`src/rtl/cpu_control_sequencer.sv`:
```
// Multi-cycle control sequencer for the ARM-subset CPU.
// Walks FETCH -> DECODE -> EXECUTE -> (MEMORY -> (WRITEBACK)) and drives every
// write enable, memory handshake and select line from the registered state.
// Memory waits are bounded by MEM_TIMEOUT; an expired wait parks the machine
// in a sticky FAULT state that only reset can leave.
module cpu_control_sequencer #(
    parameter int MEM_TIMEOUT = 16,
    parameter int CNT_W       = 16
) (
    input  logic             clk,
    input  logic             reset_n,
    input  logic [10:0]      alu_ctl_code,
    input  logic             execute_flag,
    input  logic             s_bit,
    input  logic             imem_ready,
    input  logic             dmem_ready,
    output logic             decoder_enable,
    output logic             ir_load,
    output logic             imem_req,
    output logic             dmem_req,
    output logic             dmem_we,
    output logic             regfile_we,
    output logic             link_we,
    output logic             wb_sel,
    output logic             cpsr_we,
    output logic             pc_write,
    output logic             pc_sel,
    output logic             undef_instr,
    output logic             fault,
    output logic [2:0]       state,
    output logic [CNT_W-1:0] retired_count
);

    typedef enum logic [2:0] {
        S_FETCH     = 3'd0,
        S_DECODE    = 3'd1,
        S_EXECUTE   = 3'd2,
        S_MEMORY    = 3'd3,
        S_WRITEBACK = 3'd4,
        S_FAULT     = 3'd5
    } state_e;

    typedef enum logic [2:0] {
        C_DP, C_CMPC, C_B, C_BL, C_LDR, C_STR, C_UNDEF
    } cls_e;

    // The wait counter holds the number of ready-low cycles already spent in
    // the current state; the cycle that would make it reach MEM_TIMEOUT is the
    // last chance for ready, and ready in that cycle still counts as success.
    localparam logic [7:0] WAIT_LAST = 8'(MEM_TIMEOUT - 1);

    state_e           state_q, state_d;
    logic [7:0]       wait_q, wait_d;
    logic             is_str_q, is_str_d;
    logic [CNT_W-1:0] cnt_q, cnt_d;
    logic             retire;
    logic             wait_expired;
    cls_e             cls;

    // Classify the decoder operation code.
    always_comb begin
        cls = C_UNDEF;
        case (alu_ctl_code)
            11'd0, 11'd1, 11'd2, 11'd3, 11'd4, 11'd5, 11'd6, 11'd7,
            11'd11, 11'd12:                  cls = C_DP;
            11'd8, 11'd9, 11'd10, 11'd13:    cls = C_CMPC;
            11'd31:                          cls = C_B;
            11'd32:                          cls = C_BL;
            11'd41:                          cls = C_LDR;
            11'd42:                          cls = C_STR;
            default:                         cls = C_UNDEF;
        endcase
    end

    assign wait_expired = (wait_q == WAIT_LAST);

    // Next-state and output decode; reset forces every output low.
    always_comb begin
        state_d        = state_q;
        wait_d         = 8'd0;
        is_str_d       = is_str_q;
        retire         = 1'b0;
        decoder_enable = 1'b0;
        ir_load        = 1'b0;
        imem_req       = 1'b0;
        dmem_req       = 1'b0;
        dmem_we        = 1'b0;
        regfile_we     = 1'b0;
        link_we        = 1'b0;
        wb_sel         = 1'b0;
        cpsr_we        = 1'b0;
        pc_write       = 1'b0;
        pc_sel         = 1'b0;
        undef_instr    = 1'b0;
        fault          = 1'b0;

        case (state_q)
            S_FETCH: begin
                imem_req = 1'b1;
                if (imem_ready) begin
                    ir_load = 1'b1;
                    state_d = S_DECODE;
                end else if (wait_expired) begin
                    state_d = S_FAULT;
                end else begin
                    wait_d = wait_q + 8'd1;
                end
            end
            S_DECODE: begin
                decoder_enable = 1'b1;
                state_d        = S_EXECUTE;
            end
            S_EXECUTE: begin
                decoder_enable = 1'b1;
                state_d        = S_FETCH;
                if (!execute_flag) begin
                    pc_write = 1'b1;
                    retire   = 1'b1;
                end else begin
                    case (cls)
                        C_DP: begin
                            regfile_we = 1'b1;
                            cpsr_we    = s_bit;
                            pc_write   = 1'b1;
                            retire     = 1'b1;
                        end
                        C_CMPC: begin
                            cpsr_we  = 1'b1;
                            pc_write = 1'b1;
                            retire   = 1'b1;
                        end
                        C_B: begin
                            pc_write = 1'b1;
                            pc_sel   = 1'b1;
                            retire   = 1'b1;
                        end
                        C_BL: begin
                            pc_write = 1'b1;
                            pc_sel   = 1'b1;
                            link_we  = 1'b1;
                            retire   = 1'b1;
                        end
                        C_LDR, C_STR: begin
                            // Latch the direction so MEMORY never looks at the code again.
                            is_str_d = (cls == C_STR);
                            state_d  = S_MEMORY;
                        end
                        default: begin
                            undef_instr = 1'b1;
                            pc_write    = 1'b1;
                            retire      = 1'b1;
                        end
                    endcase
                end
            end
            S_MEMORY: begin
                dmem_req = 1'b1;
                dmem_we  = is_str_q;
                if (dmem_ready) begin
                    if (is_str_q) begin
                        pc_write = 1'b1;
                        retire   = 1'b1;
                        state_d  = S_FETCH;
                    end else begin
                        state_d  = S_WRITEBACK;
                    end
                end else if (wait_expired) begin
                    state_d = S_FAULT;
                end else begin
                    wait_d = wait_q + 8'd1;
                end
            end
            S_WRITEBACK: begin
                regfile_we = 1'b1;
                wb_sel     = 1'b1;
                pc_write   = 1'b1;
                retire     = 1'b1;
                state_d    = S_FETCH;
            end
            S_FAULT: begin
                fault = 1'b1;
            end
            default: begin
                state_d = S_FETCH;
            end
        endcase

        cnt_d = retire ? cnt_q + CNT_W'(1) : cnt_q;

        if (!reset_n) begin
            decoder_enable = 1'b0;
            ir_load        = 1'b0;
            imem_req       = 1'b0;
            dmem_req       = 1'b0;
            dmem_we        = 1'b0;
            regfile_we     = 1'b0;
            link_we        = 1'b0;
            wb_sel         = 1'b0;
            cpsr_we        = 1'b0;
            pc_write       = 1'b0;
            pc_sel         = 1'b0;
            undef_instr    = 1'b0;
            fault          = 1'b0;
        end
    end

    assign state         = reset_n ? state_q : 3'd0;
    assign retired_count = reset_n ? cnt_q : '0;

    // State, wait counter, latched memory direction and retire counter.
    always_ff @(posedge clk) begin
        if (!reset_n) begin
            state_q  <= S_FETCH;
            wait_q   <= 8'd0;
            is_str_q <= 1'b0;
            cnt_q    <= '0;
        end else begin
            state_q  <= state_d;
            wait_q   <= wait_d;
            is_str_q <= is_str_d;
            cnt_q    <= cnt_d;
        end
    end

endmodule

```
`config.mk`:
```
export PLATFORM = sky130hd
export DESIGN_NAME = cpu_control_sequencer
export DESIGN_NICKNAME = d
export VERILOG_FILES = /design/src/rtl/cpu_control_sequencer.sv
export SDC_FILE = /design/constraint.sdc
export NUM_CORES = 1
export LEC_CHECK = 0
export ABC_AREA = 1
export BUFFER_PORTS_ARGS = -buffer_cell sky130_fd_sc_hd__clkbuf_2
export CAP_MARGIN = 5
export CORE_MARGIN = 2
export CORE_UTILIZATION = 50
export CTS_BUF_LIST = sky130_fd_sc_hd__clkbuf_8
export CTS_CLUSTER_DIAMETER = 60
export DETAILED_ROUTE_END_ITERATION = 10
export GPL_ROUTABILITY_DRIVEN = 0
export HOLD_SLACK_MARGIN = 0.05
export PLACE_DENSITY = 0.86
export SLEW_MARGIN = 10
export SYNTH_ARGS = -nofsm -noshare
export SYNTH_HDL_FRONTEND = slang
export SYNTH_SLANG_ARGS = --single-unit
```
`constraint.sdc`:
```
create_clock -name clk -period 2.1 [get_ports clk]
set_input_delay 0.105 -clock clk [delete_from_list [all_inputs] [get_ports clk]]
set_output_delay 0.105 -clock clk [all_outputs]
set_load 0.05 [all_outputs]
```
Yosys cells after proc, flatten, opt, wreduce, memory -nomap -nowiden --
Memory sizes are Yosys's and may differ from the RTL's. Index checks and enable logic that the tools add are counted.
Operators by class: muxes and demuxes 55, multiply operators 0, order comparisons 0, bitwise logic cells 0, divide/modulo/power cells 0, $add $sub $neg 2, shift operators 0, equal/unequal tests 11, reduce and logical (&&, ||, !) cells 8
Operators by type and width (count):
- 1-bit two-way mux | 38
- 8-bit two-way mux | 3
- 3-bit two-way mux | 6
- 16-bit by 1-bit adder with 16-bit output (second input constant) | 1
- 16-bit two-way mux | 1
- 8-bit case mux with 2 select lines | 1
- 3-bit case mux with 5 select lines | 1
- 3-bit by 2-bit == test with 1-bit output (second input constant) | 4
- 3-bit == test (second input constant) | 4
- 8-bit by 1-bit adder with 8-bit output (second input constant) | 1
- 8-bit by 4-bit == test with 1-bit output (second input constant) | 1
- 3-bit by 1-bit == test with 1-bit output (second input constant) | 2
- 3-bit logical NOT | 2
- 2-bit OR reduction | 3
- 6-bit OR reduction | 1
- 5-bit logical NOT | 1
- 2-bit two-way mux | 2
- 1-bit case mux with 2 select lines | 2
- 1-bit case mux with 3 select lines | 1
- 3-bit AND reduction | 1
Storage, ports and cells: bits of input ports 17, ROM bits 192, latch bits 0, memories kept 1, bits in registers 28, RAM bits 0
Memory list:
- (name not given) | words 64, bits a word 3, read ports 1, clocked after Yosys merged registers in 0, wr ports 0, line 63 | case (alu_ctl_code)

Logic depth before layout (Yosys ltp) --
word-level depth 8, gate-level depth with buffers 12, mapped depth without buffers 11

Worst setup path after synthesis --
Ideal clock, no wire load.
path type reg2out, start register state_q[1], end output link_we, slack 0.000 ns, cell stages (with the launch flop) 7, data arrival time 1.995 ns, path through dfxtp_1 nand2_1 nor2_2 inv_1 nor2_2 nand3b_1 nor3_1
Between the ends: cells in the longest elaborated chain, start to end 3
RTL lines:
- start, declared | line 52 | state_e state_q, state_d;
- start signal, assigned | line 218 | state_q <= state_d;
- 3-bit by 2-bit == test with 1-bit output | line 97 | case (state_q)
- 1-bit two-way mux | line 97
- 1-bit two-way mux | line 190 | if (!reset_n) begin
- end, declared | line 23 | output logic link_we,
Every way passes these cells.

Worst setup path after layout --
start register state_q[2], end output link_we
Same word-level chain as after synthesis.

==> results.txt <==
The path with the worst hold slack has its endpoint at state_q[2]. The number of design-rule violations left by the first detailed-router iteration came out at 154. Once detail routing completed, the nets flagged for antenna violations numbered 0. The analysis attributes to net switching a power of between 0.2 and 0.3 mW. In this run the most critical hold path is launched from dmem_ready. Clock tree synthesis found a total of 28 sinks. The worst-case headroom to the max-slew limit is 0.668.

The number of distinct library cells after synthesis came out at 34. The min-delay analysis places its worst path in the category input pin to register. The clock share of power came out at 0.327. The aggregate negative setup slack is 0 ns. The maximum fanout along the worst path came out at 5. The flow ran to the end, and the final reports show no timing, DRC or antenna violations. Setup repair after global routing left no endpoint under its margin. The category of cells accounting for the largest share of critical-path delay is simple AND/OR/NAND/NOR gates. Summed over all layers, the routed wires come to 4.21 mm. After filler insertion, the fill cell instance count of the layout stands at 347.

For the pin with the worst max-slew slack, the measured transition is 0.498 ns. Entering global routing, the biggest net connects 26 pins. STA classifies the critical path startpoint as a register. The share of power burned in combinational logic came out at 0.146. Clock tree synthesis selected as its root buffer the cell clkbuf_8.

The number of global-route vias before repair is 1747. The die width came out at 66.1 um. Synthesis produced a netlist with a net count of about 320. Subtracting the final worst setup slack from the clock period gives 1.92 ns. The origin of the worst setup path is state_q[2]. TritonCTS built the clock tree. The post-cts hold buffer count came out at 0.

The endpoint identified for the worst register-to-register timing path is cnt_q[14]. The peak supply drop is 436 uV. The floorplan die area is 4370 um2.

Summing every instance area after synthesis gives 1930 um2. The number of synthesis warnings came out at 0. The total power came out at 1.03 mW. The number of buffers created by CTS came out at 3. In this run the critical register-to-register path is launched from cnt_q[0]. In the final layout, the share of cells above drive strength 1 is 0.202. The number of hold violations in the final report came out at 0. The area growth from synthesis to layout is 16.7%.

The share of the Yosys chip area taken by registers is 0.290. The category of the critical setup timing path is register to output port. The number of antenna violations at the first check in global routing is 0. Dividing total power by cell area gives a power density of 459 nW/um2. The worst-case reg-to-reg path depth came out at 10. Derived from the worst setup path, the maximum achievable clock frequency is between 500 and 600 MHz. The number of violations of the max-capacitance limit came out at 0. The worst setup slack for register-to-register paths came out at 0.37 ns. The overall overflow remaining after global route came out at 0. For this run, the total global-route usage over all layers was measured as 0.207. Of the total power, the share spent switching nets is 0.277. After clock tree synthesis, the clock-pin slew on the worst setup and hold paths is about 0.090 ns. The first-pass GRT wire length is 7.30 mm. The first-pass iteration count of the detailed router came out at 4.

The data required time of the critical path came out at 2.00 ns. The count of nets after finishing is 369. The library cells used most frequently in the layout, excluding fill and tap cells, are nand2_1 (65), inv_1 (52), clkbuf_2 (46).

Clock skew on the completed layout was measured at 0.00216 ns. The half-perimeter wire length after detailed placement is 3.30 mm. The largest incremental delay on the critical path came out at 0.35 ns. The most frequent cell on the critical path is nor2_2. The capturing element type of the critical path is an output port. The number of buffers and inverters on the critical path is 3.

CTS built an H-tree with a depth of 1. The hold-critical path depth came out at 3. The later-pin clock latency in the skew report came out at approximately 0.27 ns.

The region available for standard cell placement spans 3690 um2. The initial utilization of the core area, before any placement, comes to 0.523. The synthesized area per cell came out at about 6.4 um2.

The routed length per placed instance came out at 10.7 um. In this run the deepest clock path goes through 2 buffers. The internal power of the cells totals 0.747 mW. The most common cell after layout, fill and taps aside is nand2_1.

The count of unresolved DRC violations after routing is 0. The placement row count came out at 22. The count of final setup violators came out at 0.

The max-slew violation total from the final report was 0. Traced cell by cell, the critical path runs through inv_2 > nand2_1 > nor2_2 > inv_1 > nor2_2 > nand3b_1 > nor3_1 > buf_2. The final cycle utilization of the critical path came out at 0.916.

The die boundary height came out at 66.1 um. The flip-flop and latch count after synthesis is 28. The antenna diode instance count came out at 0.

The endpoint arrival time on the critical path came out at approximately 1.8 ns. The cell with the biggest individual delay on the critical path is dfxtp_1. The number of primary I/O pins came out at 49. The register share of total power is 0.527. The static leakage came out at roughly 1.2 nW. The number of instances in the synthesized netlist came out at 300. During placement, the flow inserted port buffers numbering 48. The per-cell via count in the routed design is 5.02. The total number of vias is 1976.
[registers in the layout (all words and copies together) (netlist names)]
register and flops:
cnt_q 16, wait_q 8, state_q 3, is_str_q 1
[cell type report]
class	count	area, um2	share of cell area
sequential	28	562	0.249
timing repair buffer	49	250	0.111
tap	48	60.1	0.0267
clock buffer	4	55.1	0.0244
inverter	55	206	0.0917
multi-input combinational	210	1120	0.497
[how the worst max path moves through the flow]
stage | end | slack [ns] | depth (start not counted)
3_5_place_dp | cnt_q[5] | 0.40 | 12
5_1_grt | regfile_we | 0.02 | 8
3_3_place_gp | cnt_q[6] | 0.46 | 12
4_1_cts | link_we | 0.13 | 7
2_1_floorplan | link_we | 0.0005 | 6
6_report | link_we | 0.18 | 8
[worst register-to-register path, stage by stage, from the launching register on]
cell	delay [ns]
dfxtp_1	0.42
ha_1	0.21
nand3_1	0.14
nor2_2	0.18
nand2_1	0.08
nor2_2	0.15
nand2_1	0.11
o21ai_1	0.14
nand2_1	0.06
nand2_1	0.06
a21oi_1	0.05
[per-stage QoR]
| stage | hold slack, ns | setup WS [ns] | util | area (um2) | cells |
|---|---|---|---|---|---|
| 2_1_floorplan | 0.269 | 0.000497 | - | 1930 | 300 |
| 3_3_place_gp | 0.431 | 0.465 | 0.595 | 2190 | 390 |
| 3_5_place_dp | 0.450 | 0.402 | 0.595 | 2190 | 390 |
| 4_1_cts | 0.168 | 0.131 | 0.610 | 2250 | 394 |
| 5_1_grt | 0.236 | 0.0168 | 0.611 | 2250 | 394 |
| 6_report | 0.169 | 0.176 | 0.611 | 2250 | 394 |
[kinds of logic (layout without fill, tap and decap cells)]
group	after synthesis	after routing	share of synthesized area
simple gates	160	160	0.390
flops	28	28	0.290
fa+ha+maj	5	5	0.0324
compound gates	31	31	0.0940
xor+xnor	14	14	0.0635
buf+inv	62	108	0.130
[metal layers]
layer,up-vias,global-route usage,wire [um]
li1,1044,-,-
met1,888,0.258,1900
met4,0,0.0357,27
met2,40,0.379,2120
met3,4,0.0324,162
met5,-,0,0
[power groups by stage]
stage	clock, mW	combinational (mW)	sequential (mW)
2_1_floorplan	0	0.110	0.555
3_3_place_gp	0	0.148	0.556
3_5_place_dp	0	0.151	0.557
4_1_cts	0.344	0.151	0.544
5_1_grt	0.366	0.168	0.546
6_report	0.338	0.151	0.544
[cells in the mapped netlist]
cell      count  area share
nand3b_1      1      0.0039
nand3_4       1      0.0091
clkinv_1      1      0.0019
nand3_1      35       0.091
a211oi_1      1      0.0039
inv_1        52        0.10
or2_2         1      0.0032
nand3_2       3       0.016
a21oi_1      21       0.054
nor3b_1       2      0.0078
xor2_1        9       0.041
and3_1        1      0.0032
dfxtp_1      28        0.29
nor2_2        4       0.013
o211ai_1      2      0.0078
o22ai_1       2      0.0065
o21ai_1       1      0.0026
o21ai_0       1      0.0026
buf_6         2       0.012
nor2_4        1      0.0058
ha_1          5       0.032
or2_4         1      0.0045
nand2_1      65        0.13
clkbuf_1      4      0.0078
nand4_1       5       0.016
nor2_1       31       0.060
xnor2_1       5       0.023
a21oi_4       1      0.0084
a31oi_1       1      0.0032
a41oi_1       1      0.0045
inv_2         2      0.0039
nand2_4       2       0.012
buf_4         1      0.0039
nor3_1        7       0.018
[timing repair]
| item | in CTS | in global routing |
|---|---|---|
| endpoints found under the setup margin | 0 | 2 |
| resized for setup | 0 | 4 |
| buffers inserted | 0 | 0 |
Note: power is estimated with default switching activity, not from simulation.
